--- src/rtl/cpu_pkg.sv ---
// cpu_pkg: shared definitions for the 8-bit computer control path.
//   - opcode constants (load/store, ALU, branch)
//   - Bus1 / Bus2 select encodings
//   - control-unit state enum and registered control word
//   - NZVC bit indices into CCR_Result
//   - opcode classification helpers
// Optional feature macro: CU_HALT_EN (adds HALT opcode 0x00, S_HALT state
// and the halted flag to the control word).
package cpu_pkg;

  // Load / store (one operand byte each)
  localparam logic [7:0] LDA_IMM = 8'h86;
  localparam logic [7:0] LDA_DIR = 8'h87;
  localparam logic [7:0] LDB_IMM = 8'h88;
  localparam logic [7:0] LDB_DIR = 8'h89;
  localparam logic [7:0] STA_DIR = 8'h96;
  localparam logic [7:0] STB_DIR = 8'h97;

  // ALU operations; the low nibble is the ALU select code
  localparam logic [7:0] ADD_AB  = 8'h42;
  localparam logic [7:0] SUB_AB  = 8'h43;
  localparam logic [7:0] AND_AB  = 8'h44;
  localparam logic [7:0] OR_AB   = 8'h45;
  localparam logic [7:0] INCA    = 8'h46;
  localparam logic [7:0] INCB    = 8'h47;
  localparam logic [7:0] DECA    = 8'h48;
  localparam logic [7:0] DECB    = 8'h49;
  localparam logic [7:0] XOR_AB  = 8'h4A;
  localparam logic [7:0] NOTA    = 8'h4B;
  localparam logic [7:0] NOTB    = 8'h4C;

  // Branches (one target-address operand byte each)
  localparam logic [7:0] BRA     = 8'h20;
  localparam logic [7:0] BMI     = 8'h21;
  localparam logic [7:0] BPL     = 8'h22;
  localparam logic [7:0] BEQ     = 8'h23;
  localparam logic [7:0] BNE     = 8'h24;
  localparam logic [7:0] BVS     = 8'h25;
  localparam logic [7:0] BVC     = 8'h26;
  localparam logic [7:0] BCS     = 8'h27;
  localparam logic [7:0] BCC     = 8'h28;

  localparam logic [7:0] HALT_OP = 8'h00;

  // Bus select encodings
  localparam logic [1:0] BUS1_PC   = 2'd0;
  localparam logic [1:0] BUS1_A    = 2'd1;
  localparam logic [1:0] BUS1_B    = 2'd2;
  localparam logic [1:0] BUS2_ALU  = 2'd0;
  localparam logic [1:0] BUS2_BUS1 = 2'd1;
  localparam logic [1:0] BUS2_MEM  = 2'd2;

  // Bit positions of the flags in CCR_Result = {N,Z,V,C}
  localparam int FLAG_N = 3;
  localparam int FLAG_Z = 2;
  localparam int FLAG_V = 1;
  localparam int FLAG_C = 0;

  typedef enum logic [3:0] {
    S_FETCH_0,
    S_FETCH_1,
    S_FETCH_2,
    S_DECODE_3,
    S_OPR_4,
    S_OPR_5,
    S_IMM_6,
    S_DIR_6,
    S_DIR_7,
    S_DIR_8,
    S_BR_6,
    S_BRSKIP_4,
    S_ALU_4
`ifdef CU_HALT_EN
    , S_HALT
`endif
  } state_t;

  // Registered control word, one field per datapath control
  typedef struct packed {
    logic       ir_load;
    logic       mar_load;
    logic       pc_load;
    logic       pc_inc;
    logic       a_load;
    logic       b_load;
    logic       ccr_load;
    logic [3:0] alu_sel;
    logic [1:0] bus1_sel;
    logic [1:0] bus2_sel;
    logic       write;
`ifdef CU_HALT_EN
    logic       halted;
`endif
  } ctrl_t;

  function automatic logic is_imm(input logic [7:0] op);
    return (op == LDA_IMM) || (op == LDB_IMM);
  endfunction

  function automatic logic is_store(input logic [7:0] op);
    return (op == STA_DIR) || (op == STB_DIR);
  endfunction

  function automatic logic is_ldst(input logic [7:0] op);
    return is_imm(op) || is_store(op) || (op == LDA_DIR) || (op == LDB_DIR);
  endfunction

  function automatic logic is_alu(input logic [7:0] op);
    return (op >= ADD_AB) && (op <= NOTB);
  endfunction

  function automatic logic is_branch(input logic [7:0] op);
    return (op >= BRA) && (op <= BCC);
  endfunction

endpackage

--- src/rtl/branch_cond_eval.sv ---
// branch_cond_eval: combinational branch condition evaluation.
// Ports:
//   IR          in  instruction register contents (branch opcode)
//   CCR_Result  in  {N,Z,V,C} condition flags
//   taken       out 1 when IR is a branch whose condition holds
// Non-branch opcodes always give taken=0.
module branch_cond_eval
  import cpu_pkg::*;
#(
  parameter int DATA_W = 8
) (
  input  logic [DATA_W-1:0] IR,
  input  logic [3:0]        CCR_Result,
  output logic              taken
);

  always_comb begin
    taken = 1'b0;
    case (IR[7:0])
      BRA:     taken = 1'b1;
      BMI:     taken =  CCR_Result[FLAG_N];
      BPL:     taken = ~CCR_Result[FLAG_N];
      BEQ:     taken =  CCR_Result[FLAG_Z];
      BNE:     taken = ~CCR_Result[FLAG_Z];
      BVS:     taken =  CCR_Result[FLAG_V];
      BVC:     taken = ~CCR_Result[FLAG_V];
      BCS:     taken =  CCR_Result[FLAG_C];
      BCC:     taken = ~CCR_Result[FLAG_C];
      default: taken = 1'b0;
    endcase
  end

endmodule

--- src/rtl/control_unit.sv ---
// control_unit: multi-cycle fetch/decode/execute FSM of the 8-bit computer.
// Ports:
//   clk, reset (async, active-low)
//   IR          in  instruction register contents
//   CCR_Result  in  {N,Z,V,C} flags, sampled while in S_DECODE_3
//   IR_Load, MAR_Load, PC_Load, PC_Inc, A_Load, B_Load, CCR_Load,
//   ALU_Sel, Bus1_Sel, Bus2_Sel, write  out  registered datapath controls
//   halted      out CPU halted (only with CU_HALT_EN, otherwise 0)
// Optional feature macro: CU_HALT_EN (opcode 0x00 enters S_HALT until reset).
//
// Outputs are registered: on each edge the control word for the state being
// entered is computed, so outputs always match the current state.
module control_unit
  import cpu_pkg::*;
#(
  parameter int DATA_W    = 8,
  parameter int ALU_SEL_W = 4
) (
  input  logic                 clk,
  input  logic                 reset,
  input  logic [DATA_W-1:0]    IR,
  input  logic [3:0]           CCR_Result,
  output logic                 IR_Load,
  output logic                 MAR_Load,
  output logic                 PC_Load,
  output logic                 PC_Inc,
  output logic                 A_Load,
  output logic                 B_Load,
  output logic                 CCR_Load,
  output logic [ALU_SEL_W-1:0] ALU_Sel,
  output logic [1:0]           Bus1_Sel,
  output logic [1:0]           Bus2_Sel,
  output logic                 write,
  output logic                 halted
);

  state_t     state;
  state_t     state_nxt;
  ctrl_t      ctrl_q;
  logic [7:0] op;
  logic       taken;

  assign op = IR[7:0];

  branch_cond_eval #(.DATA_W(DATA_W)) u_branch (
    .IR         (IR),
    .CCR_Result (CCR_Result),
    .taken      (taken)
  );

  function automatic ctrl_t decode_ctrl(input state_t s, input logic [7:0] opc);
    ctrl_t c;
    c = '0;
    case (s)
      S_FETCH_0, S_OPR_4: begin
        c.bus1_sel = BUS1_PC;
        c.bus2_sel = BUS2_BUS1;
        c.mar_load = 1'b1;
      end
      S_FETCH_1:  c.pc_inc = 1'b1;
      S_FETCH_2: begin
        c.bus2_sel = BUS2_MEM;
        c.ir_load  = 1'b1;
      end
      // A taken branch keeps PC on its operand; the target is loaded later.
      S_OPR_5:    c.pc_inc = ~is_branch(opc);
      S_IMM_6: begin
        c.bus2_sel = BUS2_MEM;
        c.a_load   = (opc == LDA_IMM);
        c.b_load   = (opc == LDB_IMM);
      end
      S_DIR_6: begin
        c.bus2_sel = BUS2_MEM;
        c.mar_load = 1'b1;
      end
      S_DIR_7: begin
        if (is_store(opc)) begin
          c.bus1_sel = (opc == STA_DIR) ? BUS1_A : BUS1_B;
          c.write    = 1'b1;
        end
      end
      S_DIR_8: begin
        c.bus2_sel = BUS2_MEM;
        c.a_load   = (opc == LDA_DIR);
        c.b_load   = (opc == LDB_DIR);
      end
      S_BR_6: begin
        c.bus2_sel = BUS2_MEM;
        c.pc_load  = 1'b1;
      end
      S_BRSKIP_4: c.pc_inc = 1'b1;
      S_ALU_4: begin
        c.alu_sel  = opc[3:0];
        c.bus2_sel = BUS2_ALU;
        c.ccr_load = 1'b1;
        if ((opc == INCB) || (opc == DECB) || (opc == NOTB)) begin
          c.bus1_sel = BUS1_B;
          c.b_load   = 1'b1;
        end else begin
          c.bus1_sel = BUS1_A;
          c.a_load   = 1'b1;
        end
      end
`ifdef CU_HALT_EN
      S_HALT:     c.halted = 1'b1;
`endif
      default:    c = '0;
    endcase
    return c;
  endfunction

  always_comb begin
    state_nxt = S_FETCH_0;
    case (state)
      // Reset leaves S_FETCH_0 with all outputs cleared; the first edge after
      // release re-enters S_FETCH_0 so the opening MAR load is really issued.
      S_FETCH_0:  state_nxt = ctrl_q.mar_load ? S_FETCH_1 : S_FETCH_0;
      S_FETCH_1:  state_nxt = S_FETCH_2;
      S_FETCH_2:  state_nxt = S_DECODE_3;
      S_DECODE_3: begin
        if (is_ldst(op))        state_nxt = S_OPR_4;
        else if (is_alu(op))    state_nxt = S_ALU_4;
        else if (is_branch(op)) state_nxt = taken ? S_OPR_4 : S_BRSKIP_4;
        else                    state_nxt = S_FETCH_0;
`ifdef CU_HALT_EN
        if (op == HALT_OP)      state_nxt = S_HALT;
`endif
      end
      S_OPR_4:    state_nxt = S_OPR_5;
      S_OPR_5: begin
        if (is_branch(op))      state_nxt = S_BR_6;
        else if (is_imm(op))    state_nxt = S_IMM_6;
        else                    state_nxt = S_DIR_6;
      end
      S_DIR_6:    state_nxt = S_DIR_7;
      S_DIR_7:    state_nxt = is_store(op) ? S_FETCH_0 : S_DIR_8;
`ifdef CU_HALT_EN
      S_HALT:     state_nxt = S_HALT;
`endif
      default:    state_nxt = S_FETCH_0;
    endcase
  end

  always_ff @(posedge clk or negedge reset) begin
    if (!reset) begin
      state  <= S_FETCH_0;
      ctrl_q <= '0;
    end else begin
      state  <= state_nxt;
      ctrl_q <= decode_ctrl(state_nxt, op);
    end
  end

  assign IR_Load  = ctrl_q.ir_load;
  assign MAR_Load = ctrl_q.mar_load;
  assign PC_Load  = ctrl_q.pc_load;
  assign PC_Inc   = ctrl_q.pc_inc;
  assign A_Load   = ctrl_q.a_load;
  assign B_Load   = ctrl_q.b_load;
  assign CCR_Load = ctrl_q.ccr_load;
  assign ALU_Sel  = ALU_SEL_W'(ctrl_q.alu_sel);
  assign Bus1_Sel = ctrl_q.bus1_sel;
  assign Bus2_Sel = ctrl_q.bus2_sel;
  assign write    = ctrl_q.write;
`ifdef CU_HALT_EN
  assign halted   = ctrl_q.halted;
`else
  assign halted   = 1'b0;
`endif

endmodule

--- config.mk ---
export PLATFORM = sky130hd
export DESIGN_NAME = control_unit
export DESIGN_NICKNAME = d
export VERILOG_FILES = /design/src/rtl/cpu_pkg.sv /design/src/rtl/branch_cond_eval.sv /design/src/rtl/control_unit.sv
export SDC_FILE = /design/constraint.sdc
export NUM_CORES = 1
export LEC_CHECK = 0
export ABC_CLOCK_PERIOD_IN_PS = 2300
export BUFFER_PORTS_ARGS = -buffer_cell sky130_fd_sc_hd__buf_2
export CAP_MARGIN = 30
export CORE_AREA = 2 2 52 54
export DETAILED_ROUTE_END_ITERATION = 7
export DIE_AREA = 0 0 54 56
export PLACE_DENSITY = 0.84
export SETUP_SLACK_MARGIN = 0.3
export SLEW_MARGIN = 20
export SYNTH_ARGS = -nofsm -noshare
export SYNTH_HDL_FRONTEND = slang
export SYNTH_HIERARCHICAL = 1
export SYNTH_SLANG_ARGS = --single-unit
--- constraint.sdc ---
create_clock -name clk -period 2.3 [get_ports clk]
set_clock_uncertainty 0.2 [all_clocks]
set_input_delay 0.115 -clock clk [delete_from_list [all_inputs] [get_ports clk]]
set_output_delay 0.115 -clock clk [all_outputs]
set_load 0.005 [all_outputs]
# Yosys cells after proc, flatten, opt, wreduce, memory -nomap -nowiden
# Cells that the tools add are included.
classes:
  magnitude_cmp: 4
  eq_ne: 36
  n_mux: 25
  bitwise_logic: 5
  reduce_logical: 15
op_table:
  columns: ["op", "count"]
  rows:
  - ["equality test 8 x 6 -> 1 bit (second input constant)", 9]
  - ["equality test 8 bit (second input constant)", 6]
  - ["one-hot mux 4 bit (8 select lines)", 1]
  - ["equality test 4 x 3 -> 1 bit (second input constant)", 7]
  - ["equality test 4 bit (second input constant)", 6]
  - ["equality test 8 x 7 -> 1 bit (second input constant)", 3]
  - ["2-to-1 mux 4 bit", 6]
  - ["equality test 4 x 2 -> 1 bit (second input constant)", 3]
  - ["2-to-1 mux 1 bit", 9]
  - ["one-hot mux 1 bit (9 select lines)", 1]
  - ["equality test 4 x 1 -> 1 bit (second input constant)", 2]
  - [">= comparator 8 x 6 -> 1 bit (second input constant)", 1]
  - [">= comparator 8 x 7 -> 1 bit (second input constant)", 1]
  - ["less-or-equal comparator 8 x 6 -> 1 bit (second input constant)", 1]
  - ["less-or-equal comparator 8 x 7 -> 1 bit (second input constant)", 1]
  - ["logical NOT 4 bit", 2]
  - ["one-hot mux 2 bit (2 select lines)", 2]
  - ["logical OR 1 bit", 7]
  - ["2-to-1 mux 2 bit", 3]
  - ["one-hot mux 2 bit (3 select lines)", 1]
  - ["2-to-1 mux 5 bit", 1]
  - ["NOT 1 bit", 5]
  - ["OR reduction 5 bit", 1]
  - ["OR reduction 2 bit", 2]
  - ["3 further kinds", 4]
totals:
  ff_bits: 20
  output_inout_bits: 17
  elab_cells: 97

# Longest topological paths before layout
# Gate-level depths: netlist (run 1).
depth:
  ltp_word: 10
  depth_mapped: 8
  mapped_depth_nobuf: 8

# Hierarchy
# The synthesis (run 1) kept the hierarchy.
modules_own_cells:
  columns: ["module", "n_inst", "cells_per_inst", "area_each_um2"]
  rows:
  - ["control_unit", 1, 109, 1111.1]
  - ["branch_cond_eval", 1, 10, 83.8]

# Least setup slack after synthesis (run 1)
# No wires, ideal clock.
synth_timing:
  path_type: "input to register"
  from: "in IR[2]"
  to: "reg ctrl_q (netlist bit MAR_Load)"
  arrival_time_ns: 1.723
  path_slack_ns: 0.301
  stages: 8
  n_path_buf: 0
  path_cell_list: "mux2i_1 > or3_1 > a31oi_1 > inv_1 > a41o_1 > or3_4 > or2_1 > o21bai_2"
synth_between:
  elab_chain_cells: 10
  word_cells_on_any_way: 40
  classes_between: "4 x order compare; 17 x eq/ne; 10 x mux; 9 x reduce/logical"
synth_lines:
  columns: ["element", "line_no", "text"]
  rows:
  - ["start: declaration", "control_unit.sv:21", "input logic [DATA_W-1:0] IR,"]
  - ["equality test 8 x 6 -> 1 bit", "branch_cond_eval.sv:19", "case (IR[7:0])"]
  - ["one-hot mux 1 bit (9 select lines) *", "branch_cond_eval.sv:19", null]
  - ["via taken", "control_unit.sv:41", "logic taken;"]
  - ["2-to-1 mux 4 bit * (2 in a row)", "control_unit.sv:123", "else if (is_branch(op)) state_nxt = taken ? S_OPR_4 : S_BRSKIP_4;"]
  - ["2-to-1 mux 4 bit *", "control_unit.sv:122", "else if (is_alu(op)) state_nxt = S_ALU_4;"]
  - ["2-to-1 mux 4 bit *", "control_unit.sv:121", "if (is_ldst(op)) state_nxt = S_OPR_4;"]
  - ["one-hot mux 4 bit (8 select lines) *", "control_unit.sv:114", "case (state)"]
  - ["via state_nxt[0]", "control_unit.sv:38", "state_t state_nxt;"]
  - ["equality test 4 x 3 -> 1 bit / logical NOT 4 bit (equally long branches)", "control_unit.sv:54", "case (s)"]
  - ["OR reduction 3 bit (no source line) *", null, null]
  - ["2-to-1 mux 1 bit *", "control_unit.sv:54", null]
  - ["end signal: assignment", "control_unit.sv:150", "ctrl_q <= decode_ctrl(state_nxt, op);"]
  - ["end: declaration", "control_unit.sv:39", "ctrl_t ctrl_q;"]
# Mark *: on every way through the listed nets, which the timed path passes. The rest lies on a longest branch.

# Worst setup path after layout (run 1)
layout_timing:
  from: "reg state[1]"
  to: "reg ctrl_q (netlist bit MAR_Load)"
layout_between:
  elab_chain_cells: 5
  word_cells_on_any_way: 14
  classes_between: "9 x eq/ne; 2 x mux; 3 x reduce/logical"
layout_lines:
  columns: ["element", "line_no", "text"]
  rows:
  - ["start: declaration", "control_unit.sv:37", "state_t state;"]
  - ["start signal: assignment", "control_unit.sv:149", "state <= state_nxt;"]
  - ["equality test 4 bit (tied with other cells)", "control_unit.sv:114", null]
  - ["one-hot mux 4 bit (8 select lines) *", "control_unit.sv:114", null]
  - ["via state_nxt[0]", "control_unit.sv:38", null]
  - ["equality test 4 x 3 -> 1 bit / logical NOT 4 bit (equally long branches)", "control_unit.sv:54", null]
  - ["OR reduction 3 bit (no source line) *", null, null]
  - ["2-to-1 mux 1 bit *", "control_unit.sv:54", null]
# Marks and branches as above.

==> results of run 1 <==
==> worst max path at each step <==
stage | from | to | slack, ps | cells after the start
2_1_floorplan | IR[2] | MAR_Load | 300 | 8
3_3_place_gp | IR[7] | MAR_Load | 50 | 9
3_5_place_dp | IR[7] | MAR_Load | 30 | 9
4_1_cts | state[1] | MAR_Load | 310 | 6
5_1_grt | state[1] | MAR_Load | 280 | 6
6_report | state[1] | MAR_Load | 350 | 7
==> Yosys cell counts, drive strengths merged, types with 2 or more instances <==
library cell	number
dfrtp	20
nor2	10
nand2	9
buf	8
inv	5
o21ai	5
and3	4
nand3	4
nor3	4
nor4b	4
a211oi	2
a21o	2
nand3b	2
nor3b	2
o211a	2
o211ai	2
o22ai	2
o31ai	2
or2	2
or2b	2
or3	2
==> through the flow <==
step	std cells	utilization	cell area, um2	power, mW	hold slack [ps]
2_1_floorplan	119	-	1195	0.7899	-380.6
3_3_place_gp	174	0.5535	1346	0.8604	-137.6
3_5_place_dp	174	0.5535	1346	0.8769	-126.4
4_1_cts	186	0.6029	1466	1.112	21.54
5_1_grt	186	0.6116	1488	1.209	58.03
6_report	186	0.6116	1488	1.136	26.26
==> metal layers <==
layer  routed length [um]  vias up  track usage
li1                     -      505            -
met1                 1103      492       0.2743
met4                   60        0      0.09643
met2                 1306       43       0.3101
met3                  131        5      0.01613
met5                    0        -            0
==> flip-flops by register name, indices dropped and copies added (netlist names), 2 cells and up <==
name	count
ALU_Sel	4
Bus1_Sel	2
Bus2_Sel	2
state	4
==> worst reg2reg max path: stages, from the launching register on <==
cell,delay (ps)
dfrtp_2,410
buf_4,130
nor2_2,50
nand3b_1,130
and2b_2,270
or3_4,330
or2_1,250
o21bai_2,100
==> cell families after synthesis <==
kind of cell,count (synthesis),share of synthesized area
multiplexers,2,0.01780
AO/OA/AOI/OAI,29,0.1969
buffers and inverters,14,0.07330
flip-flops,20,0.4188
other,1,0.003138
AND/OR/NAND/NOR,53,0.2901
==> timing repair <==
action                     CTS  global route
hold buffers                 5             0
setup buffers                3             0
setup endpoints to repair    2             4
resized for setup            3             7
hold endpoints to repair    27             0
pin swaps                    0             1
==> final cells by class <==
cell class / instances / share of cell area
Sequential cell: 20 / 0.3398
Multi-Input combinational cell: 85 / 0.4264
Inverter: 5 / 0.01262
Clock buffer: 4 / 0.02439
Tap cell: 30 / 0.02523
Timing Repair Buffer: 42 / 0.1716
==> power groups by stage <==
stage               logic, mW  registers [mW]  clock network [mW]
CTS                     0.448           0.462               0.202
floorplan               0.344           0.445                   0
global placement        0.385           0.475                   0
finish                  0.462           0.473               0.201
global route            0.509           0.481               0.219
detailed placement      0.399           0.478                   0
==> flow_metrics.py, run 1 <==
metrics = {
    "placement": {
        "dpl.hpwl_um": 1821,
        "io_buffers": 29,
        "post-place-ws_ps": 28.67,
        "gp_congestion": 0.8699,
    },
    "sta": {
        "finalMaxSlewViolations": 0,
        "rsz0062_at_grt": "true",
        "max_slew_margin": 0.6680,
        "tightest_slew_ps": 491.2,
        "worst_slack_ps": 354.0,
        "finalHoldViolations": 0,
        "fmax_mhz": 513.9,
        "finalSetupTns_ps": 0,
        "setup_viol": 0,
        "min_period_ps": 1946,
        "fin_crit_sh": 0.8461,
    },
    "finish": {
        "diodes": 0,
        "final_common_cell": "buf_2",
        "nets": 171,
        "multi_input_area_um2": 634.4,
        "final_cell_mix": "buf_2 (29), dfrtp_1 (16), nand2_1 (9)",
        "layout-drive-gt1-share": 0.4038,
        "fill_cells": 211,
        "area_growth_pct": 24.50,
        "seq_area_um2": 505.5,
    },
    "power_and_ir_drop": {
        "p_leak_nw": 0.7481,
        "seqPwrFrac": 0.416,
        "switchingPower_uw": 387.7,
        "sw_frac_of_total": 0.3412,
        "power.density_mw_per_mm2": 763.9,
        "max-vdd-ir-drop_uv": 600.6,
        "p_comb_frac": 0.407,
        "p_int_uw": 748.7,
        "clkPwrFrac": 0.177,
    },
    "logic_synthesis": {
        "synth_area_mm2": 0.001195,
        "syn_nets": 133,
        "synth_top_area_share": 0.4188,
        "synth-edff-count": 0,
        "ys_seq_area_frac": 0.4188,
        "synth_ff_type": "dfrtp_1",
        "synth_area_per_cell_um2": 10.04,
        "yosysWarnings": 6,
        "synthCells": 119,
        "synthArstFlopShare": 1.000,
        "ys_top_cells_by_area": "dfrtp_1 (42%), buf_4 (3.1%), nor4b_1 (2.9%)",
        "yosys_register_bits": 20,
        "yosysTopAreaCell": "dfrtp_1",
        "ys_types": 53,
    },
    "setup_path": {
        "path_buf_inv": 1,
        "crit_chain": "buf_4 -> nor2_2 -> nand3b_1 -> and2b_2 -> or3_4 -> or2_1 -> o21bai_2",
        "crit_type": "reg2reg",
        "path_delay_family": "simple AND/OR/NAND/NOR gates",
        "rr_startpoint": "state[1]",
        "arrival_ps": 1990,
        "end_kind": "flip-flop",
        "crit_path_max_incr_delay_ps": 410,
        "start_kind": "flip-flop",
        "worstReg2RegEnd": "MAR_Load",
        "cpMaxStageDelayCell": "dfrtp_2",
        "reg2reg_slack_ps": 350,
        "worst_ep_required_time_ps": 2340,
        "path_max_fanout": 4,
        "rr_worst_depth": 7,
    },
    "global_route": {
        "grt_pass1_vias": 985,
        "grt_pass1_wl_um": 4512,
        "grt_max_degree": 21,
        "grt_overflow": 0,
        "track_usage": 0.1999,
        "antenna_found_initial": 0,
    },
    "die": {
        "die_w_um": 54,
        "dieArea_mm2": 0.003024,
        "fp.coreArea_mm2": 0.002432,
        "die_h_um": 56,
        "io_pins": 31,
        "rows": 18,
        "start_util": 0.4913,
    },
    "status": {
        "outcome": "finished clean",
    },
    "drt": {
        "vias": 1045,
        "drc": 0,
        "antenna_left": 0,
        "drtPass1Iterations": 4,
        "drtIter0Drc": 23,
        "vias_per_cell": 5.618,
        "wirelength_um": 2601,
        "avgRoutedWirePerCell_um": 13.98,
    },
    "min_path": {
        "hp-class": "in2reg",
        "hp-start": "IR[5]",
        "holdPathStages": 4,
        "hold_end": "B_Load",
    },
    "cts": {
        "clock-root-buffer": "clkbuf_4",
        "clkLatencyLatePin_ps": 310,
        "clk_pin_slew_ps": 100,
        "cts_tree": "done",
        "cts_buffers": 3,
        "htree_levels": 1,
        "cts.sinks": 20,
        "cts_buffer_depth": 2,
    },
    "run": {
        "cap_violations": 0,
    },
}
Power figures use the tool's default switching activity.
==> run 2: changes to the inputs <==
- ABC_AREA: not set -> 1
- ABC_CLOCK_PERIOD_IN_PS: 2300 -> 1800
- CORE_AREA: 2 2 52 54 -> 2 2 53 55
- DIE_AREA: 0 0 54 56 -> 0 0 55 57
- PLACE_DENSITY: 0.84 -> 0.83
- clock period: 2.3 -> 1.8 ns (I/O delays scaled with it)
==> run 2 against run 1 <==
Compared with the run above: non-clock buffer count unchanged; hold slack improved by 1.2 ps; routed wire length increased by 5.8%; sequential power increased by 24%; via count increased by 18%; register-to-register slack got worse by 240 ps; synthesized cell count increased by 50%; count of clock-buffer cells in the layout decreased by 1; first-iteration DRC count increased by 35%; highest routed layer unchanged.
==> flow_metrics.py, run 2 <==
metrics = {
    "run": {
        "cap_violations": 0,
    },
    "cts": {
        "cts_buffers": 3,
        "cts.sinks": 20,
        "cts_tree": "done",
        "clock-root-buffer": "clkbuf_4",
        "htree_levels": 1,
        "cts_buffer_depth": 2,
        "clk_pin_slew_ps": 100,
        "clkLatencyLatePin_ps": 290,
    },
    "power_and_ir_drop": {
        "p_total_mw": 1.465,
        "p_leak_nw": 0.9249,
        "power.density_mw_per_mm2": 905.3,
        "max-vdd-ir-drop_uv": 695.8,
    },
    "finish": {
        "nets": 238,
        "finalNonFillerCells": 253,
        "final_common_cell": "nand2_1",
        "diodes": 0,
        "area_growth_pct": 29.17,
        "final_cell_mix": "nand2_1 (35), buf_2 (29), inv_1 (26)",
        "layout-drive-gt1-share": 0.3739,
    },
    "setup_path": {
        "path_delay_family": "simple AND/OR/NAND/NOR gates",
        "cpMaxStageDelayCell": "dfrtp_1",
        "path_max_fanout": 3,
        "worst_ep_required_time_ps": 1830,
        "arrival_ps": 1710,
        "end_kind": "flip-flop",
        "path_buf_inv": 2,
        "crit_type": "reg2reg",
        "crit_path_max_incr_delay_ps": 400,
        "start_kind": "flip-flop",
        "crit_chain": "inv_2 -> buf_4 -> o211ai_1 -> nand2_2 -> nor2_4 -> nand2_4 -> nor2_2 -> nand4_1 -> nand3_1",
    },
    "placement": {
        "io_buffers": 29,
        "dpl.hpwl_um": 1895,
        "placed_cells": 237,
        "gp_congestion": 0.8386,
    },
    "logic_synthesis": {
        "ys_top_cells_by_count": "nand2_1 (39), inv_1 (30), nor2_1 (26)",
        "ys_types": 24,
        "syn_nets": 192,
        "yosysWarnings": 6,
        "synth-edff-count": 0,
        "ys_seq_area_frac": 0.3996,
        "synth_most_common_cell": "nand2_1",
        "ys_top_cells_by_area": "dfrtp_1 (40%), nand2_1 (12%), inv_1 (9.0%)",
        "synth_top_area_share": 0.3996,
        "synth_ff_type": "dfrtp_1",
        "synthCells": 178,
        "synth_area_per_cell_um2": 7.036,
        "synthArstFlopShare": 1.000,
        "synth_area_mm2": 0.001252,
        "yosysTopAreaCell": "dfrtp_1",
        "yosys_register_bits": 20,
    },
    "die": {
        "dieArea_mm2": 0.003135,
        "start_util": 0.4789,
        "rows": 19,
        "die_h_um": 57,
        "fp.coreArea_mm2": 0.002615,
        "die_w_um": 55,
        "io_pins": 31,
    },
    "global_route": {
        "grt_max_degree": 21,
        "grt_pass1_vias": 1067,
        "grt_pass1_wl_um": 4215,
        "grtUsageMet1": 0.2365,
        "grtUsageMet2": 0.3027,
        "grt.met3_usage": 0.01571,
        "grt_overflow": 0,
        "top_usage_layer": "met2",
        "track_usage": 0.1813,
        "antenna_found_initial": 0,
    },
    "sta": {
        "fmax_mhz": 594.8,
        "setup_viol": 0,
        "fin_crit_sh": 0.9340,
        "min_period_ps": 1681,
        "finalMaxSlewViolations": 0,
        "finalSetupTns_ps": 0,
        "rsz0062_at_grt": "true",
        "finalHoldViolations": 0,
        "hold_slack_ps": 27.49,
    },
    "min_path": {
        "hp-class": "in2reg",
    },
    "drt": {
        "drc": 0,
        "drtIter0Drc": 31,
        "vias": 1230,
        "antenna_left": 0,
        "vias_per_cell": 4.862,
        "avgRoutedWirePerCell_um": 10.87,
        "wirelength_um": 2751,
        "drtPass1Iterations": 4,
    },
    "status": {
        "outcome": "finished clean",
    },
}
-- run 2: cell count changes after synthesis, moves of 4 or more --
| cell | previous run | this run |
|---|---|---|
| inv_2 | 0 | 5 |
| nor3_1 | 4 | 0 |
| nand2_1 | 9 | 39 |
| nor2_2 | 1 | 5 |
| nand3_1 | 4 | 12 |
| nor2_1 | 8 | 26 |
| a21oi_1 | 1 | 5 |
| inv_1 | 5 | 30 |
| nand2_2 | 0 | 8 |
| nor2_4 | 0 | 4 |
| nor4b_1 | 4 | 0 |
| nand4_1 | 0 | 5 |
| and3_1 | 4 | 0 |
| buf_4 | 5 | 1 |
-- run 2: worst paths after layout --
kind | from | end | slack [ps] | depth (start not counted)
max | state[3] | B_Load | 120 | 9
min | IR[4] | write | 30 | 5
max reg2reg | state[3] | B_Load | 120 | 9
min reg2reg | state[1] | IR_Load | 470 | 2
max in group asynchronous | reset | CCR_Load | 1060 | 2
min in group asynchronous | reset | PC_Load | 50 | 2
-- run 2: worst min-delay path, delay by kind of cell --
| kind | cells | cell delay (ps) |
|---|---|---|
| buf+inv | 1 | 110 |
| compound gates | 1 | 60 |
| simple gates | 3 | 230 |
-- run 2: per-stage QoR --
step / worst slack (ps) / util / instance area (um2)
2_1_floorplan: 233.1 / - / 1257
3_3_place_gp: 56.64 / 0.5483 / 1434
3_5_place_dp: -34.54 / 0.5483 / 1434
4_1_cts: 174.6 / 0.6067 / 1587
5_1_grt: -5.443 / 0.6187 / 1618
6_report: 118.8 / 0.6187 / 1618
-- run 2: cell families after synthesis --
logic type,count (synthesis),synth area share
buf+inv,36,0.1109
flops,20,0.3996
compound gates,17,0.08391
other cells,1,0.002994
simple gates,104,0.4026
-- run 2: what timing repair did --
| item | CTS | global route |
|---|---|---|
| hold buffers | 5 | 0 |
| gates resized for setup | 15 | 6 |
| buffers inserted | 6 | 2 |
| endpoints found under the hold margin | 24 | 0 |
| pin swaps | 8 | 7 |
| setup endpoints to repair | 13 | 15 |
-- run 2: routing by layer --
layer | wire length, um | vias up
met4 | 58 | 0
met3 | 138 | 7
met5 | 0 | -
met2 | 1387 | 43
met1 | 1166 | 545
li1 | - | 635
-- run 2: area by class of cell --
| class | instances | area [um2] |
|---|---|---|
| fillers | 225 | 997.2 |
| clock buffers | 3 | 22.52 |
| well taps | 31 | 38.79 |
| multi-input cells | 122 | 669.4 |
| flip-flops and latches | 20 | 500.5 |
| repair buffers | 42 | 255.2 |
| inverters | 35 | 131.4 |
-- run 2: where the power goes --
group          internal, mW  leakage [nW]  switching (mW)  total, mW
clock                0.0779        0.0138           0.124      0.202
combinational         0.280         0.641           0.397      0.677
sequential            0.536         0.270          0.0491      0.586
total                 0.894         0.925           0.570       1.46
